<file path="config.mk">
export PLATFORM = sky130hd
export DESIGN_NAME = i2s_codec_master
export DESIGN_NICKNAME = d
export VERILOG_FILES = /design/src/rtl/i2s_codec_master.sv
export SDC_FILE = /design/constraint.sdc
export NUM_CORES = 1
export LEC_CHECK = 0
export BUFFER_PORTS_ARGS = -buffer_cell sky130_fd_sc_hd__buf_2
export CAP_MARGIN = 20
export CORE_MARGIN = 2
export CORE_UTILIZATION = 55
export CTS_BUF_LIST = sky130_fd_sc_hd__clkbuf_2 sky130_fd_sc_hd__clkbuf_4 sky130_fd_sc_hd__clkbuf_8
export CTS_CLUSTER_DIAMETER = 100
export DETAILED_ROUTE_END_ITERATION = 16
export PLACE_DENSITY_LB_ADDON = 0.12
export SETUP_SLACK_MARGIN = 0.2
export SYNTH_ARGS = -nofsm -noshare
export SYNTH_HDL_FRONTEND = slang
export SYNTH_SLANG_ARGS = --single-unit
export TNS_END_PERCENT = 10
</file>
<file path="constraint.sdc">
create_clock -name i_clk -period 4.5 [get_ports i_clk]
set_input_delay 0.225 -clock i_clk [delete_from_list [all_inputs] [get_ports i_clk]]
set_output_delay 0.225 -clock i_clk [all_outputs]
set_load 0.01 [all_outputs]
</file>
<file path="src/rtl/i2s_codec_master.sv">
// I2S clock master for the codec side of the audio link.
// Generates BCLK/LRCK from i_clk, serialises ADC sample pairs onto o_adcdat
// and deserialises i_dacdat into DAC sample pairs. Standard I2S framing:
// left slot while LRCK=0, MSB one BCLK after each LRCK transition.
// Ports:
//   i_clk, i_rst_n        system clock, async active-low reset
//   i_en                  run request (a stop completes the current frame)
//   i_adc_l/r, o_adc_req  ADC pair, latched at frame start (req pulses then)
//   o_bclk, o_lrck        bit clock, channel select (0 = left)
//   o_adcdat              serial ADC data
//   i_dacdat              serial DAC data
//   o_dac_l/r, o_dac_valid  received DAC pair, valid pulses on update
module i2s_codec_master #(
    parameter int unsigned BCLK_DIV  = 2,
    parameter int unsigned SLOT_BITS = 32,
    parameter int unsigned WORD_BITS = 16
) (
    input  logic                 i_clk,
    input  logic                 i_rst_n,
    input  logic                 i_en,
    input  logic [WORD_BITS-1:0] i_adc_l,
    input  logic [WORD_BITS-1:0] i_adc_r,
    output logic                 o_adc_req,
    output logic                 o_bclk,
    output logic                 o_lrck,
    output logic                 o_adcdat,
    input  logic                 i_dacdat,
    output logic [WORD_BITS-1:0] o_dac_l,
    output logic [WORD_BITS-1:0] o_dac_r,
    output logic                 o_dac_valid
);

    localparam int unsigned DIV_W = (BCLK_DIV > 1) ? $clog2(BCLK_DIV) : 1;
    localparam int unsigned K_W   = $clog2(SLOT_BITS);

    typedef enum logic [1:0] {S_IDLE, S_RUN, S_STOP} state_t;

    state_t                r_state;
    state_t                w_state_nxt;
    logic [DIV_W-1:0]      r_div;
    logic                  r_bclk;
    logic                  r_slot;
    logic [K_W-1:0]        r_k;
    logic [WORD_BITS-1:0]  r_tx_l;
    logic [WORD_BITS-1:0]  r_tx_r;
    logic [WORD_BITS-1:0]  r_rx_l;
    logic [WORD_BITS-1:0]  r_rx_r;

    logic                  w_wrap;
    logic                  w_fall;
    logic                  w_rise;
    logic [K_W-1:0]        w_k_nxt;
    logic                  w_slot_nxt;
    logic                  w_to_idle;
    logic                  w_frame_start;
    logic                  w_tx_bit;
    logic                  w_rx_bit;

    assign o_bclk = r_bclk;

    // State register
    always_ff @(posedge i_clk or negedge i_rst_n) begin
        if (!i_rst_n) begin
            r_state <= S_IDLE;
        end else begin
            r_state <= w_state_nxt;
        end
    end

    // Next state and bit-clock event decode
    always_comb begin
        w_state_nxt = r_state;
        w_fall      = 1'b0;
        w_rise      = 1'b0;
        w_k_nxt     = r_k;
        w_slot_nxt  = r_slot;
        w_to_idle   = 1'b0;
        w_wrap      = (r_div == DIV_W'(BCLK_DIV - 1));

        if (r_state == S_IDLE) begin
            // Leaving idle is itself the first falling event, at k=0 left.
            if (i_en) begin
                w_fall      = 1'b1;
                w_k_nxt     = '0;
                w_slot_nxt  = 1'b0;
                w_state_nxt = S_RUN;
            end
        end else begin
            w_fall = w_wrap && r_bclk;
            w_rise = w_wrap && !r_bclk;
            if (w_fall) begin
                if (r_k == K_W'(SLOT_BITS - 1)) begin
                    w_k_nxt    = '0;
                    w_slot_nxt = ~r_slot;
                end else begin
                    w_k_nxt = r_k + K_W'(1);
                end
            end
            if (r_state == S_RUN) begin
                if (!i_en) begin
                    w_state_nxt = S_STOP;
                end
            end else if (i_en) begin
                w_state_nxt = S_RUN;
            end else if (w_fall && (w_k_nxt == '0) && !w_slot_nxt) begin
                // Stop lands exactly where the next frame would have begun.
                w_state_nxt = S_IDLE;
                w_to_idle   = 1'b1;
            end
        end

        w_frame_start = w_fall && (w_k_nxt == '0) && !w_slot_nxt && !w_to_idle;
        w_tx_bit      = (w_k_nxt != '0) && (w_k_nxt <= K_W'(WORD_BITS));
        w_rx_bit      = (r_k != '0) && (r_k <= K_W'(WORD_BITS));
    end

    // Divider, framing, serialiser and deserialiser
    always_ff @(posedge i_clk or negedge i_rst_n) begin
        if (!i_rst_n) begin
            r_div       <= '0;
            r_bclk      <= 1'b0;
            r_slot      <= 1'b0;
            r_k         <= '0;
            r_tx_l      <= '0;
            r_tx_r      <= '0;
            r_rx_l      <= '0;
            r_rx_r      <= '0;
            o_lrck      <= 1'b0;
            o_adcdat    <= 1'b0;
            o_adc_req   <= 1'b0;
            o_dac_l     <= '0;
            o_dac_r     <= '0;
            o_dac_valid <= 1'b0;
        end else begin
            o_adc_req   <= 1'b0;
            o_dac_valid <= 1'b0;
            if (((r_state == S_IDLE) && !i_en) || w_to_idle) begin
                r_div    <= '0;
                r_bclk   <= 1'b0;
                r_slot   <= 1'b0;
                r_k      <= '0;
                o_lrck   <= 1'b0;
                o_adcdat <= 1'b0;
            end else begin
                if ((r_state == S_IDLE) || w_wrap) begin
                    r_div <= '0;
                end else begin
                    r_div <= r_div + DIV_W'(1);
                end

                if (w_fall) begin
                    r_bclk <= 1'b0;
                    r_k    <= w_k_nxt;
                    r_slot <= w_slot_nxt;
                    o_lrck <= w_slot_nxt;
                    if (w_frame_start) begin
                        r_tx_l    <= i_adc_l;
                        r_tx_r    <= i_adc_r;
                        o_adc_req <= 1'b1;
                        o_adcdat  <= 1'b0;
                    end else if (w_tx_bit) begin
                        if (w_slot_nxt) begin
                            {o_adcdat, r_tx_r} <= {r_tx_r, 1'b0};
                        end else begin
                            {o_adcdat, r_tx_l} <= {r_tx_l, 1'b0};
                        end
                    end else begin
                        o_adcdat <= 1'b0;
                    end
                end

                if (w_rise) begin
                    r_bclk <= 1'b1;
                    if (w_rx_bit) begin
                        if (r_slot) begin
                            r_rx_r <= {r_rx_r[WORD_BITS-2:0], i_dacdat};
                        end else begin
                            r_rx_l <= {r_rx_l[WORD_BITS-2:0], i_dacdat};
                        end
                        // Last data bit of the right slot completes the pair.
                        if (r_slot && (r_k == K_W'(WORD_BITS))) begin
                            o_dac_l     <= r_rx_l;
                            o_dac_r     <= {r_rx_r[WORD_BITS-2:0], i_dacdat};
                            o_dac_valid <= 1'b1;
                        end
                    end
                end
            end
        end
    end

endmodule

</file>
-- After elaboration in Yosys (flattened, before gate mapping)
Cells that the tools add are included.
- word-level logic and storage cells: 110
- register bits: 108
- input bits: 36
- output and inout port bits: 37
- reductions and logical operators: 34
- equal/unequal tests: 6
- bitwise gates (word level): 2
- multiplexer cells: 50
- order comparisons: 2
- add/subtract/negate cells: 2
- operators with widths (operator ; number):
    2-to-1 mux 16 bit ; 6
    2-to-1 mux 5 bit ; 7
    2-to-1 mux 1 bit ; 31
    AND reduction 4 bit ; 5
    2-to-1 mux 2 bit ; 6
    logical AND 1 bit ; 11
    == test 5 bit, second input constant ; 2
    less-or-equal comparator 5 bit, second input constant ; 2
    logical NOT 5 bit ; 2
    nonzero test 5 bit ; 2
    nonzero test 2 bit ; 3
    nonzero test 3 bit ; 2
    adder 5 x 1 -> 5 bit, second input constant ; 1
    logical NOT 1 bit ; 5
    != test 3 x 2 -> 1 bit, second input constant ; 1
    AND reduction 3 bit ; 1
    == test 2 x 1 -> 1 bit, second input constant ; 1
    logical NOT 2 bit ; 1
    logical OR 1 bit ; 2
    != test 2 x 1 -> 1 bit, second input constant ; 1
    != test 2 bit, second input constant ; 1
    inverter 1 bit ; 2
    adder 1 bit, second input constant ; 1

-- Depth between registers and ports, before layout
- word-level depth: 16
- gate-level depth with buffers: 15

-- Least setup slack after synthesis
No wires, ideal clock.
- path kind: flip-flop to flip-flop
- start: reg r_k[0]
- end: reg r_tx_l[10]
- arrival time: 3.121 ns
- setup slack: 1.254 ns
- clock period less this slack: 3.246 ns
- data required time: 4.375 ns
- stages on the path, launching flop included: 13
- path buffers: 2
- setup time: 0.125 ns
- path through: dfrtp_1 > ha_1 > and3_1 > ha_1 > buf_2 > and3_1 > a2111oi_0 > nor3_1 > ha_1 > o21ai_0 > nor3b_4 > buf_8 > mux2_4
- word-level cells in the longest chain between the ends: 15
- elaborated cells between the ends (all ways): 34
- ends and longest elaborated chain (item ; line ; RTL):
    from (decl) ; 43 ; logic [K_W-1:0] r_k;
    from (signal assigned) ; 153 ; r_k <= w_k_nxt;
    adder 5 x 1 -> 5 bit or == test 5 bit (tied branches) ; 96, 92 ;
    2-to-1 mux 5 bit ; 92 ; if (r_k == K_W'(SLOT_BITS - 1)) begin
    2-to-1 mux 5 bit ; 91 ; if (w_fall) begin
    2-to-1 mux 5 bit ; 80 ; if (r_state == S_IDLE) begin
    logical NOT 5 bit ; 105 ; end else if (w_fall && (w_k_nxt == '0) && !w_slot_nxt) begin
    logical AND 1 bit (2 in series) ; 105 ;
    2-to-1 mux 1 bit ; 105 ;
    2-to-1 mux 1 bit ; 103 ; end else if (i_en) begin
    2-to-1 mux 1 bit ; 99 ; if (r_state == S_RUN) begin
    2-to-1 mux 1 bit ; 80 ;
    logical NOT 1 bit ; 112 ; w_frame_start = w_fall && (w_k_nxt == '0) && !w_slot_nxt && !w_to_idle;
    logical AND 1 bit ; 112 ;
    != test 2 x 1 -> 1 bit (no line) or nonzero test 2 bit (tied branches) ; - ;
    AND reduction 4 bit (no line) ; - ;
    to (signal assigned) ; 157 ; r_tx_l <= i_adc_l;
    to (signal assigned) ; 165 ; {o_adcdat, r_tx_l} <= {r_tx_l, 1'b0};
    to (decl) ; 44 ; logic [WORD_BITS-1:0] r_tx_l;
Several ways; a longest one is shown, not always the timed one. The select of a mux whose other input is x is not followed.
A chain may end at the register's enable or synchronous reset.

-- Worst setup path in the final report
- start: reg r_k[0]
- end: reg r_tx_l[1]
The elaborated chain is that of the path after synthesis.

==> results.tsv <==
stage	metric	value	unit
detailed_routing	Iter 0 DRT Violations	133	
sta	Max transition margin	41.5	%
synthesis	Netlist cell types	48	
placed_design	GPL Wtd Cong	0.869	
pwr	Leakage	2.73	nW
detailed_routing	Via density	5.69	
layout	Finished Cell Area	5420	sq um
grt	number of global-route vias before repair	3056	
worst_setup_path	critical path launch point type	flip-flop	
floorplan	initial core utilization	57.3	%
clock_tree	worst skew pair latency	360	ps
worst_hold_path	min-delay worst type	in2reg	
sta	Final Skew	11.2	ps
worst_setup_path	crit path kind	reg2reg	
sta	final hold vios	0	
synthesis	Syn Inst Count	355	
grt	grt ovf	0	
sta	setup tns final	0	ps
synthesis	Synth async-reset ratio	100	%
clock_tree	H-tree Lvls	3	
clock_tree	clock slew at reported path FFs	110	ps
grt	overall routing resource usage	19.7	%
synthesis	Mapped Area	4730	sq um
worst_setup_path	Worst Path Required	4760	ps
grt	pin count of the biggest net entering global routing	72	
sta	min Tclk post-route	3820	ps
synthesis	register area share after synthesis	57.1	%
placed_design	Placed Area	5170	sq um
placed_design	port bufs	72	
layout	Area Overhead vs Synth	14.6	%
layout	Final nets	467	
pwr	Power Dens Cells	544	nW/um^2
detailed_routing	via count	3050	
synthesis	number of synthesized register bits	108	
synthesis	Yosys Warn Count	0	
sta	RSZ-0062 raised after global routing	false	
synthesis	Post-synth EDFFs	0	
clock_tree	clock buffer depth	2	
floorplan	die width	96.7	microns
floorplan	# rows	33	
sta	max-slew violation count	0	
synthesis	Net Count, Synth	396	
worst_setup_path	CP arrival	4070	ps
synthesis	Synth Flop Type	dfrtp_1	
detailed_routing	WL final	8.76	mm
run	maxcap violations	0	
floorplan	Die H	96.7	microns
sta	PnR worst setup slack	683	ps
detailed_routing	Post-DRT Antenna Nets	0	
detailed_routing	DR pass1 iterations	4	
floorplan	Core Region	8260	sq um
detailed_routing	Residual DRC	0	
layout	Fillers	648	
clock_tree	CTS tree	built	
placed_design	DP Wirelength	5.85	mm
worst_setup_path	Crit. End Element	flip-flop	
sta	final setup vio count	0	
sta	Worst-Margin Slew	878	ps
outcome	status	complete, no violations	
grt	first-pass GRT wire length	15.1	mm
layout	layout cells sized above 1	42.7	%
sta	Peak Freq	0.262	GHz
pwr	Peak VDD IR	0.293	mV
clock_tree	Root Driver	clkbuf_8	
grt	initial antenna violation count	0	
placed_design	Post-Place Worst Slack	734	ps
clock_tree	setup bufs post-CTS	0	
sta	final worst-path cycle share	84.8	%
clock_tree	clk sink count	108	
detailed_routing	wire per inst	16.3	microns
worst_setup_path	R2R Setup Slk	680	ps
layout	antenna fix cells	0	
synthesis	syn_area_per_cell	13.3	sq um
worst_setup_path	critical-path maximum fanout	20	
clock_tree	CTS Buf Count	9	
floorplan	DIE AREA	9360	sq um
floorplan	Ports	73	
==> cells in the mapped netlist (5+ instances only) <==
cell / count / area, sq um
a21oi_1: 8 / 40.0
a22o_1: 15 / 131
a2bb2oi_1: 15 / 131
buf_2: 9 / 45.0
clkbuf_1: 10 / 37.5
dfrtp_1: 108 / 2700
ha_1: 5 / 62.6
inv_1: 6 / 22.5
mux2_2: 69 / 777
mux2_4: 9 / 135
nand2_1: 12 / 45.0
nand3_1: 6 / 30.0
nor2_1: 11 / 41.3
o21ai_0: 10 / 50.1
o22ai_1: 16 / 100
==> report_power, final <==
part	switching [mW]	internal, mW	total (mW)
sequential	0.145	1.17	1.32
clock	0.339	0.323	0.662
combinational	0.459	0.509	0.968
==> metal layers <==
layer,routed length (microns),part of all wire [%],vias to the layer above,track usage (%)
met1,4050,46,1517,27.4
met4,87,0.99,0,5.63
li1,-,-,1450,-
met3,364,4.2,8,5.35
met2,4260,49,75,30.7
met5,0,0,-,0
==> logic make-up (layout without fill, tap and decap cells) <==
kind of cell,Yosys count,after routing,synth area share (%)
AO/OA/AOI/OAI,78,78,12.3
XOR/XNOR,2,2,0.370
adder cells (fa/ha/maj),5,5,1.32
buffers and inverters,27,103,2.65
flip-flops,108,108,57.1
multiplexers,80,80,19.7
AND/OR/NAND/NOR,55,55,6.51
==> cell usage in the layout (no fill, tap or decap), types with 9 or more instances in the layout <==
cell         n
dfrtp_1    108
buf_2       71
mux2_2      69
o22ai_1     16
a22o_1      15
a2bb2oi_1   15
nand2_1     12
nor2_1      11
o21ai_0     10
mux2_4       9
clkbuf_8     9
buf_4        9
==> path summary, 6_finish.rpt <==
kind,startpoint,end,depth (start not counted)
worst min register to register,o_dac_r[13],o_dac_r[13],1
worst max-delay path,r_k[0],r_tx_l[1],12
worst min-delay path,i_adc_r[0],r_tx_r[0],2
min in group asynchronous,i_rst_n,o_dac_r[10],2
max in group asynchronous,i_rst_n,o_dac_valid,3
worst max register to register,r_k[0],r_tx_l[1],12
==> worst max-delay path, cell delays in order, from the launching register on <==
cell	delay (ps)
dfrtp_1	440
ha_1	300
and3_1	190
ha_1	350
o21ai_0	150
a21oi_1	210
nor2_1	80
nor3_1	210
ha_1	630
o21ai_0	290
nor3b_4	210
buf_4	290
mux2_2	370
==> metrics by stage <==
step | hold WS [ps] | util [%] | power [mW] | cells
final | 65.9 | 65.7 | 2.95 | 536
after global routing | 55.6 | 65.7 | 3.14 | 536
after CTS | 40.5 | 65.6 | 2.97 | 535
after detailed placement | 405 | 62.7 | 2.30 | 518
after global placement | 405 | 62.7 | 2.26 | 518
after floorplan | -70.6 | - | 2.09 | 355
==> area by class of cell <==
| class | instances | area, sq um | area share (%) |
|---|---|---|---|
| clock buffers | 9 | 124 | 2.28 |
| clock inverters | 7 | 106 | 1.96 |
| inverters | 6 | 22.5 | 0.415 |
| multi-input cells | 220 | 1900 | 35.1 |
| flip-flops and latches | 108 | 2700 | 49.8 |
| well taps | 105 | 131 | 2.42 |
| repair buffers | 81 | 433 | 7.99 |
==> flip-flops by register name, indices dropped and copies added, names as in the netlist <==
| register | flops |
|---|---|
| o_dac_l | 16 |
| o_bclk | 1 |
| r_tx_r | 16 |
| r_state | 2 |
| r_k | 5 |
| r_slot | 1 |
| r_rx_l | 16 |
| o_adc_req | 1 |
| o_adcdat | 1 |
| r_rx_r | 15 |
| o_dac_valid | 1 |
| o_dac_r | 16 |
| r_tx_l | 16 |
| r_div | 1 |
==> repair_timing <==
item                      4_1_cts  5_1_grt
hold buffers                    1        0
hold endpoints to repair        6        0
resized for setup               0        0
Note: power is estimated with default switching activity, not from simulation.
